--- src/rtl/mc_sequencer_pkg.sv ---
// Shared encodings for the multicycle control sequencer: FSM states, decoded
// instruction classes and PC source selects.
package mc_sequencer_pkg;

  typedef enum logic [2:0] {
    S_FETCH  = 3'd0,
    S_DECODE = 3'd1,
    S_EXEC   = 3'd2,
    S_MEM    = 3'd3,
    S_WB     = 3'd4,
    S_HALT   = 3'd5
  } state_t;

  typedef enum logic [2:0] {
    OP_ALU    = 3'd0,
    OP_LOAD   = 3'd1,
    OP_STORE  = 3'd2,
    OP_BRANCH = 3'd3,
    OP_JUMP   = 3'd4,
    OP_CALL   = 3'd5,
    OP_HALT   = 3'd6,
    OP_ILL    = 3'd7
  } op_t;

  localparam logic [1:0] PC_INC = 2'd0;  // pc + 1
  localparam logic [1:0] PC_OFS = 2'd1;  // pc + offset
  localparam logic [1:0] PC_ALU = 2'd2;  // alu result
  localparam logic [1:0] PC_JMP = 2'd3;  // jump target

endpackage

--- src/rtl/mc_sequencer_perf_cnt.sv ---
// Performance counters: retired instructions (wrapping) and memory-wait cycles
// (saturating). Both update one cycle after their increment strobe.
module mc_perf_cnt
  import mc_sequencer_pkg::*;
#(
  parameter int CNT_W = 32
) (
  input  logic             clk,
  input  logic             rst,
  input  logic             ret_inc,
  input  logic             stall_inc,
  output logic [CNT_W-1:0] retired,
  output logic [CNT_W-1:0] stall_cyc
);

  always_ff @(posedge clk) begin
    if (rst) begin
      retired   <= '0;
      stall_cyc <= '0;
    end else begin
      if (ret_inc)
        retired <= retired + CNT_W'(1);
      if (stall_inc && (stall_cyc != '1))
        stall_cyc <= stall_cyc + CNT_W'(1);
    end
  end

endmodule

--- src/rtl/mc_sequencer.sv ---
// Multicycle control FSM: FETCH/DECODE/EXEC/MEM/WB with req/ack memory handshakes.
// Requests hold until ack; a wait of TIMEOUT cycles raises err and parks in HALT.
module mc_sequencer
  import mc_sequencer_pkg::*;
#(
  parameter int CNT_W   = 32,
  parameter int TIMEOUT = 64,
  parameter int TO_W    = 7
) (
  input  logic             clk,
  input  logic             rst,
  input  logic [2:0]       op_class,
  input  logic             take_branch,
  input  logic             imem_ack,
  input  logic             dmem_ack,
  output logic             imem_req,
  output logic             dmem_req,
  output logic             dmem_we,
  output logic             ir_en,
  output logic             reg_en,
  output logic             pc_en,
  output logic [1:0]       pc_sel,
  output logic [2:0]       state,
  output logic             halted,
  output logic             err,
  output logic [CNT_W-1:0] retired,
  output logic [CNT_W-1:0] stall_cyc
);

  state_t          state_q, state_n;
  op_t             op_q, op_dec;
  logic [TO_W-1:0] to_cnt;
  logic            timeout, stall, set_err, halt_ret, err_q;

  assign op_dec  = op_t'(op_class);
  assign timeout = (TIMEOUT != 0) && (to_cnt == TO_W'(TIMEOUT - 1));
  assign state   = state_q;
  assign err     = err_q;

  always_ff @(posedge clk) begin
    if (rst) begin
      state_q <= S_FETCH;
      op_q    <= OP_ALU;
      to_cnt  <= '0;
      err_q   <= 1'b0;
    end else begin
      state_q <= state_n;
      err_q   <= err_q | set_err;
      if (state_q == S_DECODE)
        op_q <= op_dec;
      // Wait counter restarts whenever a new state (FETCH or MEM) is entered.
      if (state_n != state_q)
        to_cnt <= '0;
      else if (stall)
        to_cnt <= to_cnt + TO_W'(1);
    end
  end

  always_comb begin
    state_n  = state_q;
    imem_req = 1'b0;
    dmem_req = 1'b0;
    dmem_we  = 1'b0;
    ir_en    = 1'b0;
    reg_en   = 1'b0;
    pc_en    = 1'b0;
    pc_sel   = PC_INC;
    halted   = 1'b0;
    stall    = 1'b0;
    set_err  = 1'b0;
    halt_ret = 1'b0;
    case (state_q)
      S_FETCH: begin
        imem_req = 1'b1;
        if (imem_ack) begin
          ir_en   = 1'b1;
          state_n = S_DECODE;
        end else begin
          stall = 1'b1;
          if (timeout) begin
            set_err = 1'b1;
            state_n = S_HALT;
          end
        end
      end
      S_DECODE: begin
        unique case (op_dec)
          OP_JUMP: begin
            pc_en   = 1'b1;
            pc_sel  = PC_JMP;
            state_n = S_FETCH;
          end
          OP_CALL: state_n = S_WB;
          OP_HALT: begin
            halt_ret = 1'b1;
            state_n  = S_HALT;
          end
          OP_ILL: begin
            set_err = 1'b1;
            state_n = S_HALT;
          end
          default: state_n = S_EXEC;
        endcase
      end
      S_EXEC: begin
        case (op_q)
          OP_ALU:            state_n = S_WB;
          OP_LOAD, OP_STORE: state_n = S_MEM;
          OP_BRANCH: begin
            pc_en   = 1'b1;
            pc_sel  = take_branch ? PC_OFS : PC_INC;
            state_n = S_FETCH;
          end
          default:           state_n = S_FETCH;
        endcase
      end
      S_MEM: begin
        dmem_req = 1'b1;
        dmem_we  = (op_q == OP_STORE);
        if (dmem_ack) begin
          if (op_q == OP_STORE) begin
            pc_en   = 1'b1;
            state_n = S_FETCH;
          end else begin
            state_n = S_WB;
          end
        end else begin
          stall = 1'b1;
          if (timeout) begin
            set_err = 1'b1;
            state_n = S_HALT;
          end
        end
      end
      S_WB: begin
        reg_en  = 1'b1;
        pc_en   = 1'b1;
        pc_sel  = (op_q == OP_CALL) ? PC_JMP : PC_INC;
        state_n = S_FETCH;
      end
      S_HALT:  halted = 1'b1;
      default: state_n = S_FETCH;
    endcase
  end

  mc_perf_cnt #(.CNT_W(CNT_W)) u_perf (
    .clk       (clk),
    .rst       (rst),
    .ret_inc   (pc_en | halt_ret),
    .stall_inc (stall),
    .retired   (retired),
    .stall_cyc (stall_cyc)
  );

endmodule

--- config.mk ---
export PLATFORM = sky130hd
export DESIGN_NAME = mc_sequencer
export DESIGN_NICKNAME = d
export VERILOG_FILES = /design/src/rtl/mc_sequencer_pkg.sv /design/src/rtl/mc_sequencer_perf_cnt.sv /design/src/rtl/mc_sequencer.sv
export SDC_FILE = /design/constraint.sdc
export NUM_CORES = 1
export LEC_CHECK = 0
export CAP_MARGIN = 10
export CORE_ASPECT_RATIO = 0.5
export CORE_MARGIN = 2
export CORE_UTILIZATION = 48
export CTS_BUF_LIST = sky130_fd_sc_hd__clkbuf_8
export CTS_CLUSTER_SIZE = 8
export DETAILED_ROUTE_END_ITERATION = 8
export GPL_TIMING_DRIVEN = 0
export PLACE_DENSITY_LB_ADDON = 0.12
export SLEW_MARGIN = 20
export SYNTH_ARGS = -nofsm -noshare
export SYNTH_HDL_FRONTEND = slang
export SYNTH_SLANG_ARGS = --single-unit
export TNS_END_PERCENT = 1
--- constraint.sdc ---
create_clock -name clk -period 2.3 [get_ports clk]
set_clock_uncertainty 0.15 [all_clocks]
set_input_delay 0.69 -clock clk [delete_from_list [all_inputs] [get_ports clk]]
set_output_delay 0.69 -clock clk [all_outputs]
set_load 0.01 [all_outputs]
After elaboration in Yosys (flattened, before gate mapping)
Index checks and enable logic that the tools add are counted.

Add/subtract/negate cells: 3. Equality and inequality tests: 16. Muxes and demuxes: 34. Bitwise logic cells: 2. Reductions and logical operators: 6.

Operator list (number): $add A32 B1 Y32 const B (2); $ne A32 B32 Y1 const B (1); $eq A3 B3 Y1 const B (7); $mux W1 (21); $pmux W3 S5 (1); $eq A3 B2 Y1 const B (4); $mux W3 (4); $pmux W3 S3 (1); $add A7 B1 Y7 const B (1); $eq A7 B6 Y1 const B (1); $eq A3 B1 Y1 const B (2); $logic_not A3 Y1 (2); $pmux W2 S3 (1); $pmux W3 S2 (1); $reduce_or A2 Y1 (3); $mux W2 (2); $pmux W1 S4 (1); $ne A3 B3 Y1 (1); $pmux W1 S3 (1); $or A1 B1 Y1 (2); $pmux W1 S2 (1); $logic_and A1 B1 Y1 (1).

Register bits: 78. Bits of input ports: 8. Output and inout bits: 77. Logic and storage cells: 67.

Depth between registers and ports, before layout
Gate-level depths: netlist of run 1.

Depth in word-level cells: 6. Gate-level depth with buffers: 8. Depth with buffers taken out: 6.

By module
A second synthesis of run 1 with hierarchy kept.

Cell total of the unflattened synthesis: 452. Area total of the unflattened synthesis: 3821.2 um2.

By module, submodules not included: mc_perf_cnt (times used 1, cells each 341, area an instance 2946.6 um2, sequential area each 1281.2 um2); mc_sequencer (times used 1, cells each 111, area an instance 874.6 um2, sequential area each 280.3 um2).

Least setup slack after synthesis of run 1
Ideal clock, no wire load.

Path kind: reg2out. Start point: register state_q[0], in the netlist state[0]. End point: output port pc_en. Arrival: 1.859 ns. Data required time: 1.460 ns. Setup slack: -0.399 ns. Stages on the path, launching flop included: 7. Path buffers: 3. Path through: dfxtp_1 > clkbuf_1 > nor3b_1 > a21oi_1 > clkbuf_1 > clkbuf_1 > o221ai_1.

Word-level cells in the longest chain between the ends: 2. Elaborated cells on any way between the ends: 5. Classes of those cells: eq/ne (4); mux (1).

RTL lines: from (decl) (line mc_sequencer.sv:30) `state_t state_q, state_n;`; from (signal assigned) (line mc_sequencer.sv:47) `state_q <= state_n;`; $eq A3 B3 Y1, or another cell as far along (line mc_sequencer.sv:72) `case (state_q)`; $pmux W1 S4 (*) (line mc_sequencer.sv:72); to (decl) (line mc_sequencer.sv:21) `output logic pc_en,`.

Mark *: on every way between the ends. The rest lies on a longest branch, timed or not.

Worst setup path in the final report of run 1
Start point: register state_q[2], in the netlist state[2]. End point: output port dmem_we.

Word-level cells in the longest chain between the ends: 2.

RTL lines: $eq A3 B2 Y1 (line mc_sequencer.sv:72); $mux W1 (line mc_sequencer.sv:72); to (decl) (line mc_sequencer.sv:18) `output logic dmem_we,`.

Every way passes these cells.

==> results.tsv, run 1 <==
stage	metric	value	unit
worst_setup_path	crit_required	1.46	ns
drt	vias	4393	
synthesis	async_reset_ff_share	0	%
drt	firstDrtPassIters	6	
worst_setup_path	worstPathMaxFanout	6	
synthesis	yosysSeqAreaShare	37.74	%
clock_tree	cts_root_buffer	clkbuf_8	
global_route	grt_overflow	0	
floorplan	initial_utilization	50.63	%
synthesis	synth_area_per_cell	8.292	um2
worst_setup_path	cp-end-kind	output port	
floorplan	fp.dieW	135.3	um
worst_setup_path	startpoint_type	register	
worst_setup_path	path_cells	buf_6, nand3b_1, buf_4, nor4b_2, buf_2	
place	gp_congestion	0.9295	
cells_and_area	stdcell_count	729	
global_route	grt_max_degree	12	
worst_setup_path	crit_type	reg2out	
floorplan	core	0.008173	mm2
worst_setup_path	critPathMaxStageDelay	0.35	ns
global_route	grt_use_total	25.44	%
drt	ant_nets	0	
global_route	grt_pass1_vias	4021	
place	placed_cells	695	
flow_run	max_cap_viol_count	0	
synthesis	yosysWarnings	0	
timing	slew_headroom	59.93	%
power	power	2.691	mW
drt	routed_wl	12140	um
timing	fin_crit	2.435	ns
clock_tree	clk_pin_slew	0.08	ns
cells_and_area	drive_above_1_share	23.50	%
place	post-place-ws	-1.061	ns
synthesis	syn_nets	510	
cells_and_area	finish.net_count	625	
clock_tree	clk_path_buf_depth	2	
place	place_area	0.005149	mm2
floorplan	die_h	69.65	um
power	p_leak	1.857	nW
timing	setup_violations	21	
timing	worst_pin_slew	0.6010	ns
floorplan	io_pins	85	
power	ir_worst_vdd	0.3267	mV
timing	final.setup.tns	-1.349	ns
clock_tree	clk_latency	0.36	ns
synthesis	ys_ff_latch	78	
cells_and_area	fillers	687	
timing	finalWorstSetupSlack	-0.1350	ns
floorplan	die-area	0.009424	mm2
timing	timing.final.crit_share	105.9	%
timing	grt_setup_unrepaired	true	
worst_setup_path	crit_path_top_delay_cell	dfxtp_4	
drt	drc_errors	0	
cells_and_area	diodes	0	
clock_tree	cts_htree_levels	3	
synthesis	synth_edf_count	0	
timing	hold_viol_final	0	
drt	avgRoutedWirePerCell	16.65	um
place	hpwl	7881	um
power	p_per_area	460.6	mW/mm2
drt	viasPerCell	6.026	
outcome	status	finished with violations	
cells_and_area	final_cell_area	0.005842	mm2
global_route	antenna_found_initial	0	
timing	fmax	410.7	MHz
outcome	violations	setup timing	
floorplan	rows	23	
cells_and_area	final_common_cell	clkdlybuf4s50_1	
min_path	hp-class	reg2reg	
clock_tree	holdBufCountCts	0	
drt	drt_iter0_drc	285	
clock_tree	cts_tree	built	
synthesis	yosysUniqueCellTypes	60	
synthesis	syn_inst	499	
synthesis	synth_flop_cell	dfxtp_1	
clock_tree	cts_sinks	78	
clock_tree	cts_buffers	9	
timing	slew_violations	0	
place	port_buffers	84	
synthesis	syn_area	0.004138	mm2
cells_and_area	final_cell_mix	70 x clkdlybuf4s50_1, 53 x dfxtp_1, 44 x a21oi_1, 39 x nor2_1, 31 x nand2_1	
worst_setup_path	cp_data_arrival_time	1.59	ns
global_route	grt_pass1_wl	19400	um
cells_and_area	area_delta_synth_final	41.19	%
[power breakdown]
part | switching, mW | internal, mW
clock network | 0.478 | 0.476
registers | 0.0254 | 1.36
logic | 0.194 | 0.155
[sequential cells by signal (all words and copies together), names as in the netlist]
| name | flops |
|---|---|
| u_perf.retired | 32 |
| u_perf.stall_cyc | 32 |
| state | 3 |
| err | 1 |
| op_q | 3 |
| to_cnt | 7 |
[metal layers]
layer	GRT usage [%]	vias up	part of all wire (%)
met2	40.67	166	47
met5	0	-	0
li1	-	2124	-
met3	7.164	17	7.1
met1	33.48	2086	45
met4	7.639	0	0.95
[cell type report]
type	instances	area, um2	area share (%)
Tap cell	112	140.1	2.399
Clock buffer	9	123.9	2.120
Clock inverter	5	46.29	0.7925
Timing Repair Buffer	107	987.2	16.90
Sequential cell	78	1610	27.56
Inverter	9	33.78	0.5783
Buffer	24	193.9	3.320
Multi-Input combinational cell	385	2706	46.33
[worst paths after layout]
check             slack (ns)          startpoint            endpoint  cells past startpoint
setup / recovery       -0.13            state[2]             dmem_we                      5
hold / removal          0.34  u_perf.retired[31]  u_perf.retired[31]                      2
setup reg to reg       -0.13            state[2]           to_cnt[4]                      6
hold reg to reg         0.34  u_perf.retired[31]  u_perf.retired[31]                      2
[synthesized netlist by cell type (2+ instances only)]
cell	n	area (um2)
dfxtp_1	78	1562
a21oi_1	48	240.2
nor2_1	40	150.1
nand2_1	35	131.4
o21ai_0	26	130.1
xnor2_1	23	201.4
nand3_1	22	110.1
nand4_1	22	137.6
or3_1	21	131.4
clkbuf_1	18	67.56
or4_1	17	127.6
o31ai_1	14	105.1
nor4_1	12	75.07
and4_1	11	96.34
inv_1	9	33.78
nor3_1	8	40.04
a2111oi_0	7	61.31
nor2b_1	7	43.79
mux2_2	6	67.56
a211oi_1	5	37.54
and2_1	5	31.28
buf_1	5	18.77
and3_1	4	25.02
nand2b_1	4	25.02
xor2_1	4	35.03
ha_1	3	37.54
mux2i_1	3	30.03
nor3b_1	3	22.52
o211ai_1	3	22.52
a31o_2	2	17.52
buf_2	2	10.01
buf_4	2	15.01
nand3b_1	2	15.01
nor4b_1	2	17.52
[kinds of logic after synthesis]
family	Yosys count	share of synthesized area, %
AO/OA/AOI/OAI	121	18.75
flip-flops	78	37.74
multiplexers	9	2.359
XOR/XNOR	27	5.715
adder cells (fa/ha/maj)	3	0.9073
buffers and inverters	36	3.507
AND/OR/NAND/NOR	225	31.03
[metrics by stage]
stage / util, % / hold WS (ns)
global route: 71.48 / 0.3660
global placement: 63.00 / 0.3181
finish: 71.48 / 0.3421
floorplan: - / 0.3424
CTS: 69.60 / 0.3426
detailed placement: 63.00 / 0.3282
[critical path, delay by kind of cell, from the launching register on]
kind | cells | cell delay, ns
DFF | 1 | 0.35
buffers and inverters | 3 | 0.46
and+or+nand+nor | 2 | 0.42
[repair_timing]
item | CTS | global route
pin swaps | 8 | 20
resized for setup | 111 | 63
setup endpoints to repair | 83 | 80
setup buffers | 18 | 5
Power figures use the tool's default switching activity.
==> run 2: changes to the inputs <==
Clock period 2.3 ns to 2.2 ns, I/O delays scaled along.
==> run 2 against run 1 <==
Against the previous run:
- the flow still finishes with violations (setup timing)
- die area stayed put
- non-clock buffer count fell by 4
- sequential cell count unchanged
- via count is 1.4% lower
- utilization grew 0.23 points
- count of clock-buffer cells in the layout is 1 higher
- critical endpoint is now u_perf.retired[31]
==> results.tsv, run 2 (synthesized netlist as in run 1, its figures left out) <==
stage	metric	value	unit	change
outcome	status	finished with violations		unchanged
outcome	violations	setup timing		unchanged
clock_tree	clk_latency	0.37	ns	was 0.36 ns
timing	slew_violations	0		unchanged
floorplan	rows	23		unchanged
cells_and_area	diodes	0		unchanged
clock_tree	cts_htree_levels	3		unchanged
timing	hold_viol_final	0		unchanged
clock_tree	cts_sinks	78		unchanged
drt	drc_errors	0		unchanged
timing	finalWorstSetupSlack	-0.2385	ns	was -0.1350 ns
power	netSwitchingFraction	26.73	%	was 25.91%
clock_tree	cts_tree	built		unchanged
cells_and_area	reg_top3	u_perf.retired: 32 flops, u_perf.stall_cyc: 32 flops, to_cnt: 7 flops		unchanged
floorplan	die-area	0.009424	mm2	unchanged
global_route	grt_pass1_vias	3857		was 4,021
global_route	grt_max_degree	12		unchanged
power	p_leak	1.888	nW	was 1.857 nW
clock_tree	clk_pin_slew	0.07	ns	was 0.08 ns
worst_setup_path	crit_buf_inv	2		was 3
cells_and_area	final_cell_area	0.005861	mm2	was 0.005842 mm2
min_path	hp-class	reg2reg		unchanged
clock_tree	cts_buffers	9		unchanged
floorplan	core	0.008173	mm2	unchanged
timing	setup_violations	33		was 21
cells_and_area	final_cell_mix	66 x clkdlybuf4s50_1, 44 x a21oi_1, 39 x nor2_1, 39 x dfxtp_2, 35 x dfxtp_1		was 70 x clkdlybuf4s50_1, 53 x dfxtp_1, 44 x a21oi_1, 39 x nor2_1, 31 x nand2_1
drt	viasPerCell	5.977		was 6.026
floorplan	fp.dieW	135.3	um	unchanged
worst_setup_path	startpoint_type	register		unchanged
power	cell_internal_pwr	2.001	mW	was 1.993 mW
global_route	antenna_found_initial	0		unchanged
worst_setup_path	r2r_slack	-0.24	ns	was -0.13 ns
worst_setup_path	path_cells	buf_4, nor3b_4, buf_4, o2bb2a_4, a2111o_1, or4_4, a21oi_2		was buf_6, nand3b_1, buf_4, nor4b_2, buf_2
place	hpwl	8012	um	was 7881 um
cells_and_area	fillers	649		was 687
power	p_per_area	466.1	mW/mm2	was 460.6 mW/mm2
power	p_comb_share	13.1	%	was 13.0%
global_route	grt_use_total	25.10	%	was 25.44%
power	p_sw	0.7301	mW	was 0.6972 mW
worst_setup_path	cp_common_cell	buf_4		
drt	vias	4333		was 4,393
place	place_area	0.005182	mm2	was 0.005149 mm2
timing	fmax	410.1	MHz	
floorplan	die_h	69.65	um	unchanged
cells_and_area	finish.net_count	621		was 625
drt	avgRoutedWirePerCell	16.42	um	was 16.65 um
timing	grt_setup_unrepaired	true		unchanged
drt	firstDrtPassIters	6		unchanged
worst_setup_path	crit_type	reg2reg		was reg2out
cells_and_area	area_delta_synth_final	41.64	%	was 41.19%
global_route	grt_pass1_wl	18890	um	was 19,400 um
worst_setup_path	cp_data_arrival_time	2.59	ns	was 1.59 ns
floorplan	initial_utilization	50.63	%	unchanged
timing	slew_headroom	63.10	%	was 59.93%
cells_and_area	drive_above_1_share	26.59	%	was 23.50%
worst_setup_path	crit_path_top_delay_cell	or4_4		was dfxtp_4
worst_setup_path	crit_required	2.35	ns	was 1.46 ns
cells_and_area	finalCoreUtilization	71.71	%	was 71.48%
timing	fin_crit	2.439	ns	
clock_tree	clk_path_buf_depth	2		unchanged
worst_setup_path	critPathMaxStageDelay	0.58	ns	was 0.35 ns
timing	worst_pin_slew	0.5535	ns	was 0.6010 ns
flow_run	max_cap_viol_count	0		unchanged
power	ir_worst_vdd	0.2825	mV	was 0.3267 mV
power	p_seq_share	53.0	%	was 51.6%
worst_setup_path	crit_family	simple AND/OR/NAND/NOR gates		was buffers and inverters
place	port_buffers	84		unchanged
worst_setup_path	worstPathMaxFanout	6		unchanged
global_route	grt_overflow	0		unchanged
timing	timing.final.crit_share	110.8	%	
worst_setup_path	cp-end-kind	register		was output port
drt	routed_wl	11900	um	was 12,140 um
place	gp_congestion	0.8941		was 0.9295
drt	drt_iter0_drc	324		was 285
clock_tree	cts_root_buffer	clkbuf_8		unchanged
cells_and_area	final_common_cell	clkdlybuf4s50_1		unchanged
floorplan	io_pins	85		unchanged
power	p_clk_share	33.9	%	was 35.4%
drt	ant_nets	0		unchanged
run 2: cell types whose count changed in the layout (fill, tap and decap cells not counted), sizes merged:
cell | previous run | this run
clkdlybuf4s50 | 70 | 66
buf | 41 | 38
dlygate4sd2 | 3 | 5
dlymetal6s2s | 0 | 2
bufinv | 1 | 0
clkinv | 1 | 2
inv | 12 | 11
run 2: what timing repair did:
action,4_1_cts,5_1_grt
gates resized for setup,145,59
setup endpoints to repair,92,96
hold buffers,0,0
setup buffers,15,4
pin swaps,24,19
run 2: worst min-delay path, cell delays in order (launching register included):
cell     delay [ns]
dfxtp_2        0.34
o31ai_1        0.06
a21oi_1        0.06
run 2: final cells by class:
type	count	area [um2]	area share [%]
clock buffer	10	137.6	2.348
multi-input combinational	385	2721	46.43
clock inverter	4	17.52	0.2989
tap	112	140.1	2.391
timing repair buffer	102	963.4	16.44
sequential	78	1625	27.73
buffer	25	219.0	3.736
inverter	9	36.28	0.6191
run 2: worst paths after layout:
kind | startpoint | cells after the start | to
min | u_perf.stall_cyc[21] | 2 | u_perf.stall_cyc[21]
max reg2reg | state[0] | 7 | u_perf.retired[31]
min reg2reg | u_perf.stall_cyc[21] | 2 | u_perf.stall_cyc[21]
max | state[0] | 7 | u_perf.retired[31]
run 2: per-layer routing:
layer	GRT usage, %	vias up	wire (um)	part of all wire, %
li1	-	2108	-	-
met1	33.33	2067	5428	46
met2	39.99	139	5538	47
met3	5.994	19	754	6.3
met4	8.796	0	180	1.5
met5	0	-	0	0
run 2: through the flow:
stage | TNS, ns | hold slack [ns] | worst slack [ns] | instances | power (mW)
after floorplan | -0.5165 | 0.3424 | -0.08627 | 499 | 1.650
after global placement | -56.01 | 0.3229 | -1.087 | 695 | 1.758
after detailed placement | -58.32 | 0.3320 | -1.093 | 695 | 1.763
after CTS | -2.652 | 0.3464 | -0.2667 | 724 | 2.735
after global routing | -6.703 | 0.3702 | -0.3256 | 725 | 2.834
final | -3.134 | 0.3421 | -0.2385 | 725 | 2.732
run 2: power by group through the flow:
stage | Sequential, mW | Clock, mW | Combinational, mW
6_report | 1.45 | 0.925 | 0.358
5_1_grt | 1.45 | 1.00 | 0.380
4_1_cts | 1.45 | 0.944 | 0.341
3_5_place_dp | 1.49 | 0 | 0.277
3_3_place_gp | 1.49 | 0 | 0.272
2_1_floorplan | 1.49 | 0 | 0.165
